--- config.mk ---
export PLATFORM = sky130hd
export DESIGN_NAME = cd_cmd_bridge
export DESIGN_NICKNAME = d
export VERILOG_FILES = /design/src/rtl/cd_cmd_bridge.sv
export SDC_FILE = /design/constraint.sdc
export NUM_CORES = 1
export LEC_CHECK = 0
export BUFFER_PORTS_ARGS = -buffer_cell sky130_fd_sc_hd__buf_2
export CORE_MARGIN = 2
export CORE_UTILIZATION = 40
export CTS_CLUSTER_DIAMETER = 80
export DETAILED_ROUTE_END_ITERATION = 8
export GPL_ROUTABILITY_DRIVEN = 0
export HOLD_SLACK_MARGIN = 0.05
export PLACE_DENSITY = 0.64
export SLEW_MARGIN = 20
export SYNTH_ARGS = -nofsm -noshare
export SYNTH_HDL_FRONTEND = slang
export SYNTH_SLANG_ARGS = --single-unit
--- constraint.sdc ---
create_clock -name clk_sys -period 7.82 [get_ports clk_sys]
set_input_delay 1.564 -clock clk_sys [delete_from_list [all_inputs] [get_ports clk_sys]]
set_output_delay 1.564 -clock clk_sys [all_outputs]
set_load 0.01 [all_outputs]
--- src/rtl/cd_cmd_bridge.sv ---
// HPS <-> Neo Geo CD controller bridge: toggle-flagged command FIFO downstream, held status word upstream.
// Optional build macro CD_CMD_CHECKSUM_EN enables inverted-nibble-sum command validation and the cmd_bad_cnt port.
module cd_cmd_bridge #(
    parameter int DEPTH       = 4,
    parameter int HOLD_CYCLES = 1024
) (
    input  logic                   clk_sys,
    input  logic                   nRESET,
    input  logic [48:0]            hps_cmd_in,
    output logic [48:0]            hps_stat_out,
    output logic                   cmd_valid,
    output logic [47:0]            cmd_data,
    input  logic                   cmd_ready,
    input  logic                   stat_valid,
    input  logic [47:0]            stat_data,
    output logic                   stat_ready,
    output logic                   cmd_overflow,
    output logic [$clog2(DEPTH):0] cmd_count
`ifdef CD_CMD_CHECKSUM_EN
    ,
    output logic [7:0]             cmd_bad_cnt
`endif
);

    localparam int AW = $clog2(DEPTH);
    localparam int CW = AW + 1;
    localparam int HW = $clog2(HOLD_CYCLES) + 1;
    localparam logic [CW-1:0] FULL_COUNT = CW'(DEPTH);
    localparam logic [HW-1:0] HOLD_LOAD  = HW'(HOLD_CYCLES - 1);

    // ------------------------------------------------------------------
    // Command detect and optional payload validation
    // ------------------------------------------------------------------
    logic prev_tog_reg;
    logic new_cmd;
    logic cmd_ok;

    assign new_cmd = hps_cmd_in[48] ^ prev_tog_reg;

`ifdef CD_CMD_CHECKSUM_EN
    logic [3:0] nib [11];
    logic [3:0] nib_sum;
    logic [7:0] bad_cnt_reg;

    genvar gi;
    generate
        for (gi = 0; gi < 11; gi++) begin : g_nib
            assign nib[gi] = hps_cmd_in[4*gi +: 4];
        end
    endgenerate

    always_comb begin
        nib_sum = '0;
        for (int i = 0; i < 11; i++) begin
            nib_sum = nib_sum + nib[i];
        end
    end

    assign cmd_ok = (hps_cmd_in[47:44] == ~nib_sum);

    always_ff @(posedge clk_sys) begin
        if (!nRESET) begin
            bad_cnt_reg <= '0;
        end else if (new_cmd && !cmd_ok && bad_cnt_reg != 8'hFF) begin
            bad_cnt_reg <= bad_cnt_reg + 8'd1;
        end
    end

    assign cmd_bad_cnt = bad_cnt_reg;
`else
    assign cmd_ok = 1'b1;
`endif

    // ------------------------------------------------------------------
    // Command FIFO
    // ------------------------------------------------------------------
    logic [47:0]   mem [DEPTH];
    logic [AW-1:0] wr_ptr_reg;
    logic [AW-1:0] rd_ptr_reg;
    logic [AW-1:0] rd_ptr_next;
    logic [CW-1:0] count_reg;
    logic [CW-1:0] count_after_pop;
    logic [CW-1:0] count_next;
    logic          cmd_valid_reg;
    logic [47:0]   cmd_data_reg;
    logic          overflow_reg;
    logic          push_req;
    logic          push_en;
    logic          pop_en;
    logic          fifo_full;
    logic          drop;

    always_comb begin
        push_req        = new_cmd & cmd_ok;
        fifo_full       = (count_reg == FULL_COUNT);
        pop_en          = cmd_valid_reg & cmd_ready;
        // A pop frees the slot the simultaneous push needs, so full+pop still accepts.
        push_en         = push_req & (~fifo_full | pop_en);
        drop            = push_req & fifo_full & ~pop_en;
        count_after_pop = count_reg - CW'(pop_en);
        count_next      = count_after_pop + CW'(push_en);
        rd_ptr_next     = rd_ptr_reg + AW'(pop_en);
    end

    always_ff @(posedge clk_sys) begin
        if (nRESET && push_en) begin
            mem[wr_ptr_reg] <= hps_cmd_in[47:0];
        end
    end

    always_ff @(posedge clk_sys) begin
        if (!nRESET) begin
            prev_tog_reg  <= hps_cmd_in[48];
            wr_ptr_reg    <= '0;
            rd_ptr_reg    <= '0;
            count_reg     <= '0;
            cmd_valid_reg <= 1'b0;
            cmd_data_reg  <= '0;
            overflow_reg  <= 1'b0;
        end else begin
            prev_tog_reg <= hps_cmd_in[48];
            if (push_en) begin
                wr_ptr_reg <= wr_ptr_reg + AW'(1);
            end
            rd_ptr_reg    <= rd_ptr_next;
            count_reg     <= count_next;
            cmd_valid_reg <= (count_next != '0);
            // Head register: bypass the incoming word when it lands in an otherwise empty FIFO.
            if (count_next == '0) begin
                cmd_data_reg <= '0;
            end else if (push_en && count_after_pop == '0) begin
                cmd_data_reg <= hps_cmd_in[47:0];
            end else begin
                cmd_data_reg <= mem[rd_ptr_next];
            end
            if (drop) begin
                overflow_reg <= 1'b1;
            end
        end
    end

    assign cmd_valid    = cmd_valid_reg;
    assign cmd_data     = cmd_data_reg;
    assign cmd_count    = count_reg;
    assign cmd_overflow = overflow_reg;

    // ------------------------------------------------------------------
    // Status path
    // ------------------------------------------------------------------
    typedef enum logic {
        ST_IDLE,
        ST_HOLD
    } stat_state_t;

    stat_state_t   state_reg;
    stat_state_t   state_next;
    logic          stat_load;
    logic          stat_ready_c;
    logic [HW-1:0] hold_cnt_reg;
    logic [48:0]   stat_reg;

    always_comb begin
        state_next   = state_reg;
        stat_load    = 1'b0;
        stat_ready_c = 1'b0;
        case (state_reg)
            ST_IDLE: begin
                stat_ready_c = 1'b1;
                if (stat_valid) begin
                    stat_load  = 1'b1;
                    state_next = ST_HOLD;
                end
            end
            ST_HOLD: begin
                if (hold_cnt_reg == '0) begin
                    state_next = ST_IDLE;
                end
            end
            default: state_next = ST_IDLE;
        endcase
    end

    always_ff @(posedge clk_sys) begin
        if (!nRESET) begin
            state_reg    <= ST_IDLE;
            hold_cnt_reg <= '0;
            stat_reg     <= '0;
        end else begin
            state_reg <= state_next;
            if (stat_load) begin
                stat_reg     <= {~stat_reg[48], stat_data};
                hold_cnt_reg <= HOLD_LOAD;
            end else if (state_reg == ST_HOLD && hold_cnt_reg != '0) begin
                hold_cnt_reg <= hold_cnt_reg - HW'(1);
            end
        end
    end

    assign stat_ready   = stat_ready_c;
    assign hps_stat_out = stat_reg;

endmodule

---- After elaboration in Yosys (flattened, before gate mapping) ----
Memory sizes are Yosys's and may differ from the RTL's.
Index checks and enable logic that the tools add are counted.
storage, ports and cells
  output and inout bits ................... 103
  RAM bits ................................ 192
  input port bits ......................... 101
  memories ................................ 1
  word-level logic and storage cells ...... 50
  flip-flop bits (word level) ............. 119
operators by class
  reduce and logical (&&, ||, !) cells .... 11
  equal/unequal tests ..................... 1
  multiplexer cells ....................... 10
  bitwise gates (word level) .............. 11
  add/subtract/negate cells ............... 5
memory list
  memory  words  bits a word  rd ports  clocked after Yosys merged registers in  write ports  RTL line  RTL
  mem     4      48           1         0                                        1            77        logic [47:0] mem [DEPTH];
operator list
  cell                     number
  $mux W48                 1
  $mux W10                 2
  $logic_not A11 Y1        1
  $reduce_bool A11 Y1      1
  $sub A11 B1 Y11 const B  1
  $logic_not A3 Y1         2
  $mux W1                  6
  $not A1 Y1               5
  $and A1 B1 Y1            4
  $reduce_or A2 Y1         2
  $add A3 B1 Y3            1
  $eq A3 B3 Y1 const B     1
  $logic_and A1 B1 Y1      3
  $reduce_bool A3 Y1       1
  $sub A3 B1 Y3            1
  $add A2 B1 Y2            1
  $add A2 B1 Y2 const B    1
  $pmux W1 S2              1
  $reduce_bool A2 Y1       1
  $or A1 B1 Y1             1
  $xor A1 B1 Y1            1

---- Longest topological paths before layout ----
Gate-level depths: netlist of run 1.
  depth after elaboration ................. 7
  mapped depth ............................ 10

---- Worst setup path before layout of run 1 ----
No wires, ideal clock.
  path kind ............................... input-to-reg
  start ................................... input hps_cmd_in[48]
  end ..................................... memory mem[1][0] (enable)
  stages .................................. 3
  path buffers ............................ 0
  slack ................................... 3.944 ns
  arrival time ............................ 3.465 ns
  cells stage by stage .................... xor2_1 a21boi_1 and3_1
between the ends
  cells in the longest elaborated chain, start to end .. 5
ends and longest elaborated chain
  what                           RTL line  RTL
  start, declared                9         input logic [48:0] hps_cmd_in,
  $xor A1 B1 Y1                  38        assign new_cmd = hps_cmd_in[48] ^ prev_tog_reg;
  $and A1 B1 Y1                  98        push_en = push_req & (~fifo_full | pop_en);
  named net push_en              88        logic push_en;
  $logic_and A1 B1 Y1            106       if (nRESET && push_en) begin
  $mux W1                        106
  $mux W1 (not written as such)  107       mem[wr_ptr_reg] <= hps_cmd_in[47:0];
  end, declared                  77
The timed path passes the listed nets, and every way through them passes these cells.

---- Final worst setup path of run 1 ----
  start ................................... input hps_cmd_in[48]
  end ..................................... register cmd_data_reg[27], in the netlist cmd_data[27]
between the ends
  cells in the longest elaborated chain, start to end .. 5
  elaborated cells between the ends (all ways) .. 7
  classes of those cells .................. 1 x add/sub; 1 x mux; 2 x bitwise; 3 x reduce/logical
ends and longest elaborated chain
  what                        RTL line  RTL
  $xor A1 B1 Y1               38
  $and A1 B1 Y1               98
  named net push_en           88
  $add A3 B1 Y3               101       count_next = count_after_pop + CW'(push_en);
  named net count_next[1]     83        logic [CW-1:0] count_next;
  $logic_not A3 Y1            129       if (count_next == '0) begin
  $reduce_or A2 Y1 (no line)  --
  end signal, assigned        132       cmd_data_reg <= hps_cmd_in[47:0];
  end signal, assigned        134       cmd_data_reg <= mem[rd_ptr_next];
  end, declared               85        logic [47:0] cmd_data_reg;
The timed path passes the listed nets, and every way through them passes these cells.
A chain may end at the register's enable or synchronous reset.

==> impl_results.md, run 1 <==
- Synth Area in XOR/XNOR: 0.00767
- Cell variety after synth: approximately 50
- Clk buf depth: 3
- Synth Area in Compound Gates: 0.0633
- Area growth, synth to finish: 22.2%
- Worst-path clk slew: 0.06 ns
- Footprint of the multi-input gates: 3080 sq um
- Leakage: 5.29 nW
- Final setup vio count: 0
- Commonest non-fill, non-tap cell in the layout: buf_2
- # rows: 61
- Post-Synth Simple-Gate Area: 0.0844
- Share of layout cells above drive strength 1: 0.319
- H-tree depth: 2
- RSZ-0062 raised after global routing: no
- Adder-Cell Fraction of Synth Area: 0.0121
- Mux share of post-synthesis cell area: 0.0965
- Clock skew: 0.0258 ns
- CP arrival: roughly 4.0 ns
- CP Capture Point: cmd_data[27]$_SDFF_PP0_
- Hold buffers post-CTS: 0
- Peak Freq: 0.274 GHz
- I/O pin count: 204
- Flops & latches, synth: 311
- Initial DRC Count: approximately 430
- CTS resizes: 0
- Fin. max-slew vios: 0
- Total core area: 27900 sq um
- Register area share after synthesis: 0.714
- CP startpoint kind: input pin
- Post-synth EDFFs: between 150 and 200
- Critical path endpoint category: register
- Final Cell Area: 13900 sq um
- Post-route setup TNS: 0 ns
- Final #Nets: 1108
- DR vias/cell: 4.89
- Slew margin rel.: 0.328
- Ys Warns: 0
- Remaining antenna violation count: 0
- WL final: about 24000 microns
- Initial Util: 0.409
- Main synth FF type: edfxtp_1
- Die area: 29900 sq um
- Routed len/inst: 17.2 microns
- Placed wire-length estimate: approximately 14000 microns
- Post-Synthesis Mean Instance Area: 14.3 sq um
- IO Port Bufs: 203
- Max-cap violations: 0
- Largest net degree at the start of global routing: 54
- Setup CP Type: in -> reg
- GRT Overall Usage: 0.160
- Hold Path Class: reg -> reg
- Main combinational cell family by area after synthesis: multiplexers
- Reg area: 8150 sq um
- Vias in the first global route: 7051
- Area post-placement: roughly 13000 sq um
- Routed vias: between 6000 and 7000
- Fillers: 2446
- Initial DRT Pass Iterations: 4
- Initial antenna violation count: 2
- Internal reg-to-reg setup slack: between 5 and 6 ns
- Max FFs per register: 192
- Post-Syn Area: 11400 sq um
- Least-Margin Pin Slew: 1.01 ns
- DRC viols: 0
- Fin. Hold Viols: 0
- Status: finished, final reports clean
- Crit share post-route: 0.466
- Gate Count Post-Synth: slightly below 800
- CP max FO: 49
- Synth Net Count: 908
- Crit path launch: hps_cmd_in[48]
- Clock tree sinks: slightly above 300
- Grt ovf: 0
- R2r endpoint: cmd_data[27]$_SDFF_PP0_
- Root Buffer: clkbuf_16
- CP required: 8.20 ns
- Clk Latency, worst-skew pair: around 0.52 ns
- Worst r2r src: prev_tog_reg$_DFF_P_
- Max VDD drop: 0.265 mV
- Worst r2r path cells: 7
- CTS tree: yes
- Pwr Density: approximately 330 nW/um^2
- Post-CTS Setup Bufs: 0
- First-pass GRT wire length: 38000 microns
- Tmin final: 3.65 ns
- Most frequent cells in the layout: 203 x buf_2, 194 x nand2_1, 192 x edfxtp_1, 119 x dfxtp_1, 84 x a21oi_1
- CTS Buf Count: 34
- Die X: approximately 170 microns
- Ys async rst share: 0
- Chip height: 173 microns
-- how the worst min path moves through the flow --
stage | start | endpoint | slack, ns | cells past startpoint
after CTS | hps_stat_out[23]$_SDFFE_PN0P_ | hps_stat_out[23]$_SDFFE_PN0P_ | 0.45 | 2
after global routing | hps_stat_out[3]$_SDFFE_PN0P_ | hps_stat_out[3]$_SDFFE_PN0P_ | 0.47 | 2
after detailed placement | hps_stat_out[23]$_SDFFE_PN0P_ | hps_stat_out[23]$_SDFFE_PN0P_ | 0.44 | 2
final | hps_stat_out[10]$_SDFFE_PN0P_ | hps_stat_out[10]$_SDFFE_PN0P_ | 0.45 | 2
after floorplan | hps_stat_out[0]$_SDFFE_PN0P_ | hps_stat_out[0]$_SDFFE_PN0P_ | 0.48 | 2
after global placement | hps_stat_out[5]$_SDFFE_PN0P_ | hps_stat_out[5]$_SDFFE_PN0P_ | 0.44 | 2
-- report_power, final --
part / leakage [nW] / internal, mW / switching [mW] / total (mW)
clock network: 0.527 / 0.911 / 0.638 / 1.55
registers: 2.72 / 1.93 / 0.0630 / 2.00
logic: 2.03 / 0.454 / 0.598 / 1.05
total: 5.29 / 3.30 / 1.30 / 4.60
-- synthesized netlist by cell type, drive strengths merged, types with 2 or more instances --
| cell | number | share of area |
|---|---|---|
| a31oi | 2 | 0.0011 |
| or4 | 2 | 0.0013 |
| and2 | 8 | 0.0044 |
| clkbuf | 34 | 0.012 |
| a21boi | 19 | 0.012 |
| and3 | 5 | 0.0027 |
| o31ai | 2 | 0.0013 |
| xor2 | 5 | 0.0038 |
| nor2 | 7 | 0.0023 |
| o21ai | 2 | 0.00088 |
| nor2b | 4 | 0.0022 |
| edfxtp | 192 | 0.51 |
| o31a | 3 | 0.0024 |
| ha | 11 | 0.012 |
| or3 | 2 | 0.0011 |
| nand2 | 195 | 0.064 |
| buf | 13 | 0.0064 |
| mux4 | 48 | 0.095 |
| dfxtp | 119 | 0.21 |
| xnor2 | 5 | 0.0038 |
| mux2i | 2 | 0.0018 |
| a21oi | 84 | 0.037 |
| nor4 | 2 | 0.0011 |
| inv | 12 | 0.0039 |
-- final cells by class --
type,count,share of cell area
flip-flops and latches,311,0.584
multi-input cells,425,0.221
repair buffers,211,0.0786
clock buffers,49,0.0701
well taps,378,0.0339
clock inverters,13,0.00861
inverters,13,0.00350
diodes,2,0.000359
-- metrics by stage --
| step | hold slack (ns) | worst slack [ns] | instances | utilization | power (mW) |
|---|---|---|---|---|---|
| floorplan | 0.481 | 3.94 | 796 | - | 2.73 |
| global placement | 0.439 | 3.77 | 1337 | 0.459 | 3.07 |
| finish | 0.449 | 4.17 | 1402 | 0.499 | 4.60 |
| CTS | 0.452 | 4.20 | 1399 | 0.498 | 4.65 |
| global route | 0.470 | 3.99 | 1400 | 0.499 | 4.84 |
| detailed placement | 0.444 | 3.66 | 1337 | 0.459 | 3.09 |
-- critical path, stage by stage --
cell and delay (ns):
buf_2 0.12, xor2_1 0.35, a21boi_1 0.57, ha_1 0.26
ha_1 0.26, o31ai_4 0.24, buf_4 0.53, a21oi_1 0.09
-- per-layer routing --
layer / up-vias / track usage / routed length, microns
met5: - / 0 / 13
met4: 2 / 0.0424 / 508
met3: 39 / 0.0479 / 1570
met2: 191 / 0.260 / 11200
met1: 3325 / 0.211 / 10800
li1: 3293 / - / -
-- kinds of logic (layout without fill, tap and decap cells) --
kind of cell | after synthesis | in the layout
simple gates | 232 | 232
buf+inv | 60 | 286
compound gates | 122 | 122
flops | 311 | 311
fa+ha+maj | 11 | 11
other cells | 0 | 2
xor+xnor | 10 | 10
mux | 50 | 50
Note: power is estimated with default switching activity, not from simulation.
==> run 2: changes to the inputs <==
Settings changed: ABC_AREA from default to 1, PLACE_DENSITY 0.64 to 0.66.
Clock period 7.82 ns to 3.3 ns, I/O delays scaled along.
==> run 2 against run 1 <==
  * Synthesized cell count up 59%
  * Power rose to 2.5 times the previous value
  * Setup slack got worse by 3.3 ns
  * Core utilization decreased by 1.2 points
  * Sequential cell count is the same
  * Routed wire length grew 13%
  * Clock-buffer cell count is 1 higher
  * Cell count up 34%
  * Combinational power grew to 3.2 times the previous value
==> impl_results.md, run 2 <==
- Status: finished, final reports clean
- Most frequent cells in the layout: 366 x nand2_1, 203 x buf_2, 192 x edfxtp_1, 150 x o21ai_0, 128 x inv_1
- Chip height: between 150 and 200 microns
- RSZ-0062 raised after global routing: no
- Post-synth EDFFs: 192
- Flops & latches, synth: 311
- Clock skew: 0.00877 ns
- Initial DRC Count: 525
- Synth top area cells: edfxtp_1 47%, dfxtp_1 19%, nand2_1 11%
- Post-Synthesis Mean Instance Area: 9.80 sq um
- DRC viols: 0
- Fillers: 2817
- CP startpoint kind: register
- Share of the synthesized area in the top cell type: 0.466
- CTS resizes: 0
- Area leader, netlist: edfxtp_1
- Vias in the first global route: roughly 8500
- Initial antenna violation count: 0
- Tot Pwr: ~12 mW
- Cell variety after synth: 26
- Ant diodes: 0
- I/O pin count: 204
- Gate Count Post-Synth: 1263
- Share of layout cells above drive strength 1: 0.207
- Peak Freq: 0.418 GHz
- Remaining antenna violation count: 0
- Die X: 180 microns
- CP required: 3.73 ns
- Ys Warns: 0
- Least-Margin Pin Slew: 1.05 ns
- Most frequent cell after synthesis: nand2_1
- Pwr Density: 784 nW/um^2
- CP max FO: 48
- Commonest non-fill, non-tap cell in the layout: nand2_1
- Area growth, synth to finish: 20.0%
- WHS Endpoint: prev_tog_reg$_DFF_P_
- Synth top cells by count: 367 x nand2_1, 192 x edfxtp_1, 150 x o21ai_0
- Routed vias: between 8000 and 9000
- Critical path endpoint category: register
- Max-cap violations: 0
- Initial Util: 0.406
- Largest net degree at the start of global routing: 72
- WL final: 27200 microns
- Worst-path clk slew: 0.06 ns
- Fin. max-slew vios: 0
- Internal reg-to-reg setup slack: 0.91 ns
- Clk buf depth: 3
- Total core area: 30500 sq um
- Main synth FF type: edfxtp_1
- Routed len/inst: about 15 microns
- Max VDD drop: 0.488 mV
- Worst r2r src: cmd_valid$_SDFF_PN0_
- Setup CP Type: reg -> reg
- Crit share post-route: 0.725
- Initial DRT Pass Iterations: 4
- Post-route setup TNS: 0 ns
- Fin. Hold Viols: 0
- CTS tree: yes
- GRT Overall Usage: 0.167
- Slew margin rel.: 0.302
- Placed wire-length estimate: 16000 microns
- IO Port Bufs: 203
- Leakage: 6.42 nW
- Final #Nets: 1564
- Max FFs per register: around 190
- Ys async rst share: 0
- H-tree depth: 2
- Hold path cells: 1
- Worst r2r path cells: 11
- Hold Path Class: in -> reg
- Worst Hold Launch: hps_cmd_in[48]
- Synth Net Count: around 1400
- Post-Syn Area: 12400 sq um
- Clk Latency, worst-skew pair: 0.50 ns
- CTS Buf Count: 34
- Root Buffer: clkbuf_16
- Grt ovf: 0
- DR vias/cell: 4.69
- Final setup vio count: 0
- Die area: 32400 sq um
- Post-CTS Setup Bufs: 0
- Clock tree sinks: 311
- First-pass GRT wire length: between 40000 and 50000 microns
- Register area share after synthesis: 0.658
- Tmin final: ~2.4 ns
- Hold buffers post-CTS: 0
- CP arrival: 2.82 ns
- R2r endpoint: cmd_data[33]$_SDFF_PP0_
- # rows: 64
==> run 2: critical path: stages (launching register included) <==
cell	delay (ns)
dfxtp_1	0.34
nand2_1	0.07
inv_1	0.11
ha_1	0.16
ha_1	0.13
inv_1	0.04
or2_1	0.21
nand4_1	0.12
nor2_4	0.05
inv_2	0.75
nand2_1	0.16
a21oi_2	0.17
==> run 2: layer usage <==
metal  global-route usage  vias up  wire length [microns]
met4               0.0380        0                    442
met5                    0        -                      0
met1                0.211     4044                  12000
li1                     -     4462                      -
met3               0.0409       37                   1790
met2                0.289      245                  13000
==> run 2: layout make-up <==
class / instances / area [sq um] / share of cell area
sequential: 311 / 8150 / 0.548
multi-input combinational: 756 / 3440 / 0.232
timing repair buffer: 219 / 1240 / 0.0832
clock buffer: 50 / 972 / 0.0654
tap: 396 / 495 / 0.0333
inverter: 130 / 488 / 0.0328
clock inverter: 11 / 80.1 / 0.00539
==> run 2: where the power goes <==
group / internal [mW] / total [mW] / switching, mW
clock: 2.12 / 3.55 / 1.43
sequential: 4.59 / 4.75 / 0.161
combinational: 1.13 / 3.35 / 2.22
==> run 2: worst max-delay path by stage <==
stage                         start                      end  slack (ns)  depth (start not counted)
5_1_grt        cmd_valid$_SDFF_PN0_  cmd_data[42]$_SDFF_PP0_        0.64                         11
3_3_place_gp              cmd_ready  cmd_data[34]$_SDFF_PP0_        0.52                         12
4_1_cts        cmd_valid$_SDFF_PN0_  cmd_data[33]$_SDFF_PP0_        0.84                         11
2_1_floorplan        hps_cmd_in[48]      mem[0][0]$_DFFE_PP_       -0.33                          5
3_5_place_dp              cmd_ready  cmd_data[33]$_SDFF_PP0_        0.46                         12
6_report       cmd_valid$_SDFF_PN0_  cmd_data[33]$_SDFF_PP0_        0.91                         11
==> run 2: stage by stage <==
step	cells	utilization	setup slack, ns	hold slack, ns	area [sq um]
after floorplan	1263	-	-0.334	0.461	12400
after global placement	1812	0.453	0.521	0.454	13800
after detailed placement	1812	0.453	0.456	0.464	13800
after CTS	1873	0.487	0.837	0.271	14900
after global routing	1873	0.487	0.637	0.267	14900
final	1873	0.487	0.908	0.294	14900
==> run 2: cell families after synthesis <==
group                    Yosys count  share of synthesized area
AND/OR/NAND/NOR                  526                      0.166
buffers and inverters            196                     0.0686
XOR/XNOR                           5                    0.00414
flip-flops                       311                      0.658
AO/OA/AOI/OAI                    214                     0.0923
adder cells (fa/ha/maj)           11                     0.0111
